[src/rtl/lcd_pkg.sv]
// Shared constants, state encodings and timing defaults for the
// character LCD refresh path.
package lcd_pkg;

    localparam logic [7:0] CMD_FUNC  = 8'h28;
    localparam logic [7:0] CMD_ENTRY = 8'h06;
    localparam logic [7:0] CMD_DISP  = 8'h0C;
    localparam logic [7:0] CMD_CLEAR = 8'h01;
    localparam logic [7:0] CMD_LINE1 = 8'h80;
    localparam logic [7:0] CMD_LINE2 = 8'hC0;

    localparam logic [3:0] NIB_INIT3 = 4'h3;
    localparam logic [3:0] NIB_INIT2 = 4'h2;

    localparam int DEF_POWERUP_CYC   = 750000;
    localparam int DEF_INIT_GAP1_CYC = 205000;
    localparam int DEF_INIT_GAP2_CYC = 5000;
    localparam int DEF_SETUP_CYC     = 2;
    localparam int DEF_E_CYC         = 12;
    localparam int DEF_HOLD_CYC      = 1;
    localparam int DEF_NIB_GAP_CYC   = 50;
    localparam int DEF_BYTE_GAP_CYC  = 2000;
    localparam int DEF_CLEAR_GAP_CYC = 82000;

    typedef enum logic [3:0] {
        PWR_WAIT, N3A, N3B, N3C, N2,
        FUNC, ENTRY, DISP, CLR,
        FRAME_START, CMD_L1, FETCH1, FETCH2,
        CHAR, CMD_L2
    } lcdState_t;

    typedef enum logic [2:0] {
        NW_IDLE, NW_SETUP, NW_E, NW_HOLD, NW_GAP
    } nwPhase_t;

    function automatic int cntWidth(int a, int b, int c);
        int m;
        m = a;
        if (b > m) m = b;
        if (c > m) m = c;
        return $clog2(m + 1);
    endfunction

endpackage

[src/rtl/lcd_nibble_writer.sv]
// One 4-bit LCD write: setup, E strobe, hold, then a caller-chosen
// idle gap before the done pulse. All phase lengths must be >= 1.
module lcd_nibble_writer
    import lcd_pkg::*;
#(
    parameter int SETUP_CYC = DEF_SETUP_CYC,
    parameter int E_CYC     = DEF_E_CYC,
    parameter int HOLD_CYC  = DEF_HOLD_CYC,
    parameter int CW        = 20
) (
    input  logic          clk,
    input  logic          rst,
    input  logic          start,
    input  logic [3:0]    nib,
    input  logic          rs,
    input  logic [CW-1:0] gap,
    output logic [3:0]    lcdData,
    output logic          lcdRs,
    output logic          lcdE,
    output logic          done
);

    nwPhase_t      phase;
    logic [CW-1:0] cnt;
    logic [CW-1:0] gapQ;

    always_ff @(posedge clk) begin
        if (rst) begin
            phase   <= NW_IDLE;
            cnt     <= '0;
            gapQ    <= '0;
            lcdData <= '0;
            lcdRs   <= 1'b0;
            lcdE    <= 1'b0;
            done    <= 1'b0;
        end else begin
            done <= 1'b0;
            unique case (phase)
                NW_IDLE: begin
                    if (start) begin
                        lcdData <= nib;
                        lcdRs   <= rs;
                        gapQ    <= gap;
                        cnt     <= CW'(SETUP_CYC - 1);
                        phase   <= NW_SETUP;
                    end
                end
                NW_SETUP: begin
                    if (cnt == '0) begin
                        lcdE  <= 1'b1;
                        cnt   <= CW'(E_CYC - 1);
                        phase <= NW_E;
                    end else begin
                        cnt <= cnt - CW'(1);
                    end
                end
                NW_E: begin
                    if (cnt == '0) begin
                        lcdE  <= 1'b0;
                        cnt   <= CW'(HOLD_CYC - 1);
                        phase <= NW_HOLD;
                    end else begin
                        cnt <= cnt - CW'(1);
                    end
                end
                NW_HOLD: begin
                    if (cnt == '0) begin
                        cnt   <= gapQ - CW'(1);
                        phase <= NW_GAP;
                    end else begin
                        cnt <= cnt - CW'(1);
                    end
                end
                NW_GAP: begin
                    if (cnt == '0) begin
                        done  <= 1'b1;
                        phase <= NW_IDLE;
                    end else begin
                        cnt <= cnt - CW'(1);
                    end
                end
                default: phase <= NW_IDLE;
            endcase
        end
    end

endmodule

[src/rtl/lcd_refresh_controller.sv]
// HD44780 init sequence followed by an endless refresh of one of the
// two 32-byte character RAMs onto the 2x16 display.
module lcd_refresh_controller
    import lcd_pkg::*;
#(
    parameter int POWERUP_CYC   = DEF_POWERUP_CYC,
    parameter int INIT_GAP1_CYC = DEF_INIT_GAP1_CYC,
    parameter int INIT_GAP2_CYC = DEF_INIT_GAP2_CYC,
    parameter int SETUP_CYC     = DEF_SETUP_CYC,
    parameter int E_CYC         = DEF_E_CYC,
    parameter int HOLD_CYC      = DEF_HOLD_CYC,
    parameter int NIB_GAP_CYC   = DEF_NIB_GAP_CYC,
    parameter int BYTE_GAP_CYC  = DEF_BYTE_GAP_CYC,
    parameter int CLEAR_GAP_CYC = DEF_CLEAR_GAP_CYC
) (
    input  logic       clk,
    input  logic       rst,
    input  logic       sel_remote,
    output logic [4:0] LocalRAM_RADD,
    input  logic [7:0] LocalRAM_DOUT,
    output logic [4:0] RemoteRAM_RADD,
    input  logic [7:0] RemoteRAM_DOUT,
    output logic [3:0] lcd_data,
    output logic       lcd_e,
    output logic       lcd_rs,
    output logic       lcd_rw,
    output logic       init_done,
    output logic       frame_done
);

    localparam int CW =
        cntWidth(POWERUP_CYC, INIT_GAP1_CYC, CLEAR_GAP_CYC);

    lcdState_t     state;
    lcdState_t     nextSt;
    logic [CW-1:0] waitCnt;
    logic [4:0]    radd;
    logic          selQ;
    logic [7:0]    charQ;
    logic          pending;
    logic          half;
    logic          initDone;
    logic          frameDone;

    logic          nwStart;
    logic [3:0]    nwNib;
    logic          nwRs;
    logic [CW-1:0] nwGap;
    logic          nwDone;

    logic          isCmd;
    logic          single;
    logic [7:0]    cmdByte;
    logic          cmdRs;
    logic [CW-1:0] firstGap;
    logic [CW-1:0] lowGap;

    // What each writing state sends and where it goes afterwards.
    always_comb begin
        isCmd    = 1'b1;
        single   = 1'b0;
        cmdByte  = 8'h00;
        cmdRs    = 1'b0;
        firstGap = CW'(NIB_GAP_CYC);
        lowGap   = CW'(BYTE_GAP_CYC);
        nextSt   = state;
        unique case (state)
            N3A: begin
                single   = 1'b1;
                cmdByte  = {NIB_INIT3, 4'h0};
                firstGap = CW'(INIT_GAP1_CYC);
                nextSt   = N3B;
            end
            N3B: begin
                single   = 1'b1;
                cmdByte  = {NIB_INIT3, 4'h0};
                firstGap = CW'(INIT_GAP2_CYC);
                nextSt   = N3C;
            end
            N3C: begin
                single   = 1'b1;
                cmdByte  = {NIB_INIT3, 4'h0};
                firstGap = CW'(BYTE_GAP_CYC);
                nextSt   = N2;
            end
            N2: begin
                single   = 1'b1;
                cmdByte  = {NIB_INIT2, 4'h0};
                firstGap = CW'(BYTE_GAP_CYC);
                nextSt   = FUNC;
            end
            FUNC: begin
                cmdByte = CMD_FUNC;
                nextSt  = ENTRY;
            end
            ENTRY: begin
                cmdByte = CMD_ENTRY;
                nextSt  = DISP;
            end
            DISP: begin
                cmdByte = CMD_DISP;
                nextSt  = CLR;
            end
            CLR: begin
                cmdByte = CMD_CLEAR;
                lowGap  = CW'(CLEAR_GAP_CYC);
                nextSt  = FRAME_START;
            end
            CMD_L1: begin
                cmdByte = CMD_LINE1;
                nextSt  = FETCH1;
            end
            CMD_L2: begin
                cmdByte = CMD_LINE2;
                nextSt  = FETCH1;
            end
            CHAR: begin
                cmdByte = charQ;
                cmdRs   = 1'b1;
                if (radd == 5'd31)      nextSt = FRAME_START;
                else if (radd == 5'd15) nextSt = CMD_L2;
                else                    nextSt = FETCH1;
            end
            default: isCmd = 1'b0;
        endcase
    end

    always_ff @(posedge clk) begin
        if (rst) begin
            state     <= PWR_WAIT;
            waitCnt   <= '0;
            radd      <= '0;
            selQ      <= 1'b0;
            charQ     <= '0;
            pending   <= 1'b0;
            half      <= 1'b0;
            nwStart   <= 1'b0;
            nwNib     <= '0;
            nwRs      <= 1'b0;
            nwGap     <= '0;
            initDone  <= 1'b0;
            frameDone <= 1'b0;
        end else begin
            nwStart   <= 1'b0;
            frameDone <= 1'b0;
            if (isCmd) begin
                if (!pending) begin
                    nwStart <= 1'b1;
                    nwNib   <= cmdByte[7:4];
                    nwRs    <= cmdRs;
                    nwGap   <= firstGap;
                    pending <= 1'b1;
                end else if (nwDone) begin
                    if (!single && !half) begin
                        half    <= 1'b1;
                        nwStart <= 1'b1;
                        nwNib   <= cmdByte[3:0];
                        nwGap   <= lowGap;
                    end else begin
                        half    <= 1'b0;
                        pending <= 1'b0;
                        state   <= nextSt;
                        if (state == CLR) initDone <= 1'b1;
                        // Address 31 stays put; FRAME_START does the wrap.
                        if (state == CHAR) begin
                            if (radd == 5'd31) frameDone <= 1'b1;
                            else               radd <= radd + 5'd1;
                        end
                    end
                end
            end else begin
                unique case (state)
                    PWR_WAIT: begin
                        if (waitCnt == CW'(POWERUP_CYC - 1)) begin
                            waitCnt <= '0;
                            state   <= N3A;
                        end else begin
                            waitCnt <= waitCnt + CW'(1);
                        end
                    end
                    FRAME_START: begin
                        selQ  <= sel_remote;
                        radd  <= '0;
                        state <= CMD_L1;
                    end
                    FETCH1: state <= FETCH2;
                    // RADD settled two edges ago, RAM register one edge ago.
                    FETCH2: begin
                        charQ <= selQ ? RemoteRAM_DOUT : LocalRAM_DOUT;
                        state <= CHAR;
                    end
                    default: state <= PWR_WAIT;
                endcase
            end
        end
    end

    lcd_nibble_writer #(
        .SETUP_CYC (SETUP_CYC),
        .E_CYC     (E_CYC),
        .HOLD_CYC  (HOLD_CYC),
        .CW        (CW)
    ) u_nib (
        .clk     (clk),
        .rst     (rst),
        .start   (nwStart),
        .nib     (nwNib),
        .rs      (nwRs),
        .gap     (nwGap),
        .lcdData (lcd_data),
        .lcdRs   (lcd_rs),
        .lcdE    (lcd_e),
        .done    (nwDone)
    );

    assign LocalRAM_RADD  = radd;
    assign RemoteRAM_RADD = radd;
    assign lcd_rw         = 1'b0;
    assign init_done      = initDone;
    assign frame_done     = frameDone;

endmodule

[config.mk]
export PLATFORM = sky130hd
export DESIGN_NAME = lcd_refresh_controller
export DESIGN_NICKNAME = d
export VERILOG_FILES = /design/src/rtl/lcd_pkg.sv /design/src/rtl/lcd_nibble_writer.sv /design/src/rtl/lcd_refresh_controller.sv
export SDC_FILE = /design/constraint.sdc
export NUM_CORES = 1
export LEC_CHECK = 0
export CORE_MARGIN = 4
export CORE_UTILIZATION = 40
export DETAILED_ROUTE_END_ITERATION = 16
export SLEW_MARGIN = 5
export SYNTH_ARGS = -nofsm -noshare
export SYNTH_HDL_FRONTEND = slang
export SYNTH_SLANG_ARGS = --single-unit
export TNS_END_PERCENT = 100
[constraint.sdc]
create_clock -name clk -period 2.6 [get_ports clk]
set_input_delay 0.26 -clock clk [delete_from_list [all_inputs] [get_ports clk]]
set_output_delay 0.26 -clock clk [all_outputs]
set_load 0.01 [all_outputs]
Yosys cells after proc, flatten, opt, wreduce, memory -nomap -nowiden --
Cells that the tools add are included.
Cells by class: add/subtract/negate cells 4, equal/unequal tests 36, mux-type cells 52, bitwise gates (word level) 6, reduce and logical (&&, ||, !) cells 30
Operators with widths (number):
- 20-bit 2-to-1 mux | 9
- 20-bit one-hot mux with 5 select lines | 1
- 8-bit one-hot mux with 9 select lines | 1
- 18-bit one-hot mux with 3 select lines | 1
- 4-bit one-hot mux with 10 select lines | 1
- 20-bit by 1-bit subtractor with 20-bit output, second input constant | 2
- 5-bit 2-to-1 mux | 7
- 4-bit 2-to-1 mux | 8
- 4-bit equality test, second input constant | 7
- 3-bit 2-to-1 mux | 7
- 20-bit by 1-bit adder with 20-bit output, second input constant | 1
- 20-bit equality test, second input constant | 1
- 20-bit zero test | 1
- 17-bit 2-to-1 mux | 1
- 4-bit by 3-bit equality test with 1-bit output, second input constant | 4
- 2-bit by 1-bit != test with 1-bit output, second input constant | 8
- 4-bit one-hot mux with 4 select lines | 1
- 3-bit one-hot mux with 5 select lines | 1
- 5-bit AND reduction | 3
- 1-bit 2-to-1 mux | 12
- 3-bit AND reduction | 4
- 11-bit by 2-bit != test with 1-bit output, second input constant | 1
- 11-bit OR reduction | 1
- 2-bit != test, second input constant | 5
- other kinds (24) | 40
Storage, ports and cells: register bits 118, bits of input ports 19, output and inout bits 19

Depth between registers and ports, before layout --
depth after elaboration 9, depth in mapped cells 9, mapped depth without buffers 8

Hierarchy --
A second synthesis with hierarchy kept.
Second synthesis, totals: cells, all modules 768, area, all modules 5908.2 um^2
Modules (own cells, without submodules):
- lcd_refresh_controller | times used 1, cells each 388, area an instance 3113.0 um^2, seq. area each 1181.1 um^2
- lcd_nibble_writer | times used 1, cells each 380, area an instance 2795.2 um^2, seq. area each 1001.0 um^2

Worst setup path after synthesis --
Ideal clock, no wire load.
path kind register -> register, start point register u_nib.cnt[10], end point register u_nib.cnt[19], library setup time 0.067 ns, arrival time 2.324 ns, required time 2.533 ns, path slack 0.209 ns, stages on the path, launching flop included 7, path buffers 1, clock period less this slack 2.391 ns, path through dfxtp_1 -> buf_6 -> or4_4 -> or4_4 -> or4_4 -> o32a_1 -> o21ai_2
On the way: word-level cells in the longest chain between the ends 3
Ends and longest elaborated chain:
- start: declaration | line lcd_nibble_writer.sv:24 | logic [CW-1:0] cnt;
- start signal: assignment | line lcd_nibble_writer.sv:44 | cnt <= CW'(SETUP_CYC - 1);
- start signal: assignment | line lcd_nibble_writer.sv:51 | cnt <= CW'(E_CYC - 1);
- start signal: assignment | line lcd_nibble_writer.sv:54 | cnt <= cnt - CW'(1);
- 20-bit by 1-bit subtractor with 20-bit output / 20-bit zero test (equally long branches)
- 20-bit 2-to-1 mux, or another cell as far along | line lcd_nibble_writer.sv:75 | if (cnt == '0) begin
- 20-bit one-hot mux with 5 select lines / 3-bit AND reduction (equally long branches)
Parallel ways exist; a longest one is shown, timed or not. The select of a mux whose other input is x is not followed. A chain may end at the register's enable or synchronous reset.

Worst setup path in the final report --
start point register u_nib.cnt[11], end point register u_nib.cnt[19]
The elaborated chain is that of the path after synthesis.

==> results.toml <==
[status]
outcome = "completed"

[hold_path]
hp-class = "input port to flop"

[cts]
post-cts-setup-buffers = 0
cts.sinks = 100
cts_made_buffers = 9
cts_hold_buffers = 0
clockBufferDepth = 2
h-tree-depth = 3
clkTransAtPathRegs_ns = 0.08
clk_latency_ns = 0.36
cts_tree = "done"
cts_resized = 0
clockRootBuffer = "clkbuf_16"

[sta]
rsz0062_at_grt = "no"
fin_crit_sh_pct = 95.2
setup-tns-final_ns = 0
fmax_mhz = 404
drv_slew = 0
tightest_slew_ns = 0.711
slew_headroom_pct = 52.2
finalHoldViolCount = 0
setup_viol = 0
finalCriticalPeriod_ns = 2.47
clock_skew_ns = 0.00754

[setup_path]
cp.buffers_inverters = 0
crit_type = "flop to flop"
cp.arrival_ns = 2.77
cpMaxStageDelayCell = "or4_4"
start_kind = "flop"
slowest_delay_ns = 0.56
critical_path.max_fanout = 12
path_delay_family = "simple AND/OR/NAND/NOR gates"
path_cells = "or4_4 -> or4_4 -> or4_4 -> o32a_1 -> o21ai_2"
required_ns = 2.90
critPathMostFrequentCell = "or4_4"
worst_setup_path_end_kind = "flop"

[job]
maxCapViolCount = 0

[logic_synthesis]
ys_seq_area_share_pct = 37.6
syn-num-nets = 717
async_flop_share_pct = 0
ys.flop_type = "dfxtp_1"
yosys_register_bits = 100
synthCells = 690
ys_warn_count = 0
synth_edf_count = 0
syn_area_sq_um = 5330
syn_area_per_cell_sq_um = 7.72
synth_cell_types = 67

[routing]
avgRoutedWirePerCell_microns = 15.4
drt-pass1-iter-count = 5
vias_per_cell = 5.66
route.detailed.drc = 0
drt_wl_total_mm = 13.7
vias = 5051
drtAntennaViolNets = 0
initialDrtViolationCount = 348

[final_layout]
regArea_sq_um = 2000
syn_to_final_growth_pct = 16.3
layout_common_cells = "dfxtp_1, nor2_1, nand2_1"
final_nets = 742
antennaDiodeCount = 0
finalCoreUtilization_pct = 48.3
drive_gt1_share_pct = 7.92
final_common_cell = "dfxtp_1"
multiInputGateArea_sq_um = 3020
nFillCells = 1288

[power]
p_per_area_nw_per_um2 = 1240
vdd_ir_drop_max_uv = 737
p_leak_nw = 2.13

[placed_design]
place.gp.congestion = 0.935
place_hpwl_mm = 9.75
port-buffer-count = 36

[global_route]
grt_remaining_overflow = 0
use_met3_pct = 4.12
grt_start_max_net_pins = 59
top_usage_layer = "met2"
met2_usage_pct = 31.0
grt_pass1_vias = 4663
grt_pass1_wl_mm = 22.9
met1_usage_pct = 23.5
antenna_found_initial = 0
track_usage_pct = 18.8

[floorplan]
core-area_sq_um = 12800
dieArea_sq_um = 15200
fp.dieW_microns = 123
rows = 41
initial_utilization_pct = 41.5
die_h_microns = 123
io_pins = 38
==> routing by layer <==
metal | part of all wire, % | up-vias
met5 | 0 | -
met4 | 3.2 | 0
met3 | 5.7 | 34
met2 | 47 | 156
met1 | 44 | 2357
li1 | - | 2504
==> worst reg2reg max path, cell delays in order (launching register included) <==
cell and delay [ns]:
dfxtp_1 0.36, or4_4 0.56, or4_4 0.52, or4_4 0.51, o32a_1 0.35, o21ai_2 0.10
==> flip-flops by register name, summed over array words and instances, names as in the netlist <==
name           cells
waitCnt           20
nwRs               1
frame_done         1
charQ              8
u_nib.cnt         20
state              4
pending            1
nwGap             11
selQ               1
half               1
u_nib.lcdData      4
u_nib.lcdRs        1
u_nib.gapQ        11
nwNib              4
u_nib.done         1
init_done          1
u_nib.phase        3
LocalRAM_RADD      5
u_nib.lcdE         1
nwStart            1
==> final cells by class <==
| type | instances | area share (%) |
|---|---|---|
| multi-input combinational | 523 | 48.8 |
| clock buffer | 9 | 3.64 |
| sequential | 100 | 32.3 |
| inverter | 20 | 1.21 |
| clock inverter | 7 | 1.19 |
| tap | 172 | 3.47 |
| timing repair buffer | 61 | 9.37 |
==> per-stage QoR <==
step	worst slack [ns]	std cells	cell area (sq um)	total power [W]	hold slack (ns)
floorplan	0.209	690	5330	0.00516	0.407
global placement	0.175	876	5900	0.00624	0.437
detailed placement	0.143	876	5900	0.00629	0.441
CTS	0.137	892	6190	0.00768	0.425
global route	0.0525	892	6190	0.00824	0.445
finish	0.126	892	6190	0.00769	0.426
==> power by group <==
group / internal [W] / switching (W)
Clock: 0.000684 / 0.000679
Sequential: 0.00180 / 0.000305
Combinational: 0.00165 / 0.00258
Total: 0.00413 / 0.00356
==> kinds of logic after synthesis <==
family                   after synthesis  synth area share (%)
AND/OR/NAND/NOR                      286                  25.6
AO/OA/AOI/OAI                        178                  20.7
flip-flops                           100                  37.6
buffers and inverters                 67                  5.68
XOR/XNOR                              38                  6.25
multiplexers                          12                  2.25
adder cells (fa/ha/maj)                8                  1.88
other                                  1                0.0704
==> final timing paths <==
path,start,endpoint,slack (ns),cells past startpoint
max,u_nib.cnt[11],u_nib.cnt[19],0.13,5
min,rst,u_nib.phase[2],0.43,2
max reg2reg,u_nib.cnt[11],u_nib.cnt[19],0.13,5
min reg2reg,nwGap[14],u_nib.gapQ[14],0.45,2
==> cell usage after synthesis, types with 15 or more instances <==
cell type | n | area, sq um
nand2_1 | 75 | 282
nor3_1 | 28 | 140
nor4_1 | 15 | 93.8
dfxtp_1 | 100 | 2000
inv_1 | 19 | 71.3
nand3_1 | 22 | 110
o21ai_0 | 30 | 150
nor2_1 | 88 | 330
xnor2_1 | 15 | 131
xor2_1 | 23 | 201
clkbuf_1 | 33 | 124
a21oi_1 | 71 | 355
Power figures use the tool's default switching activity.
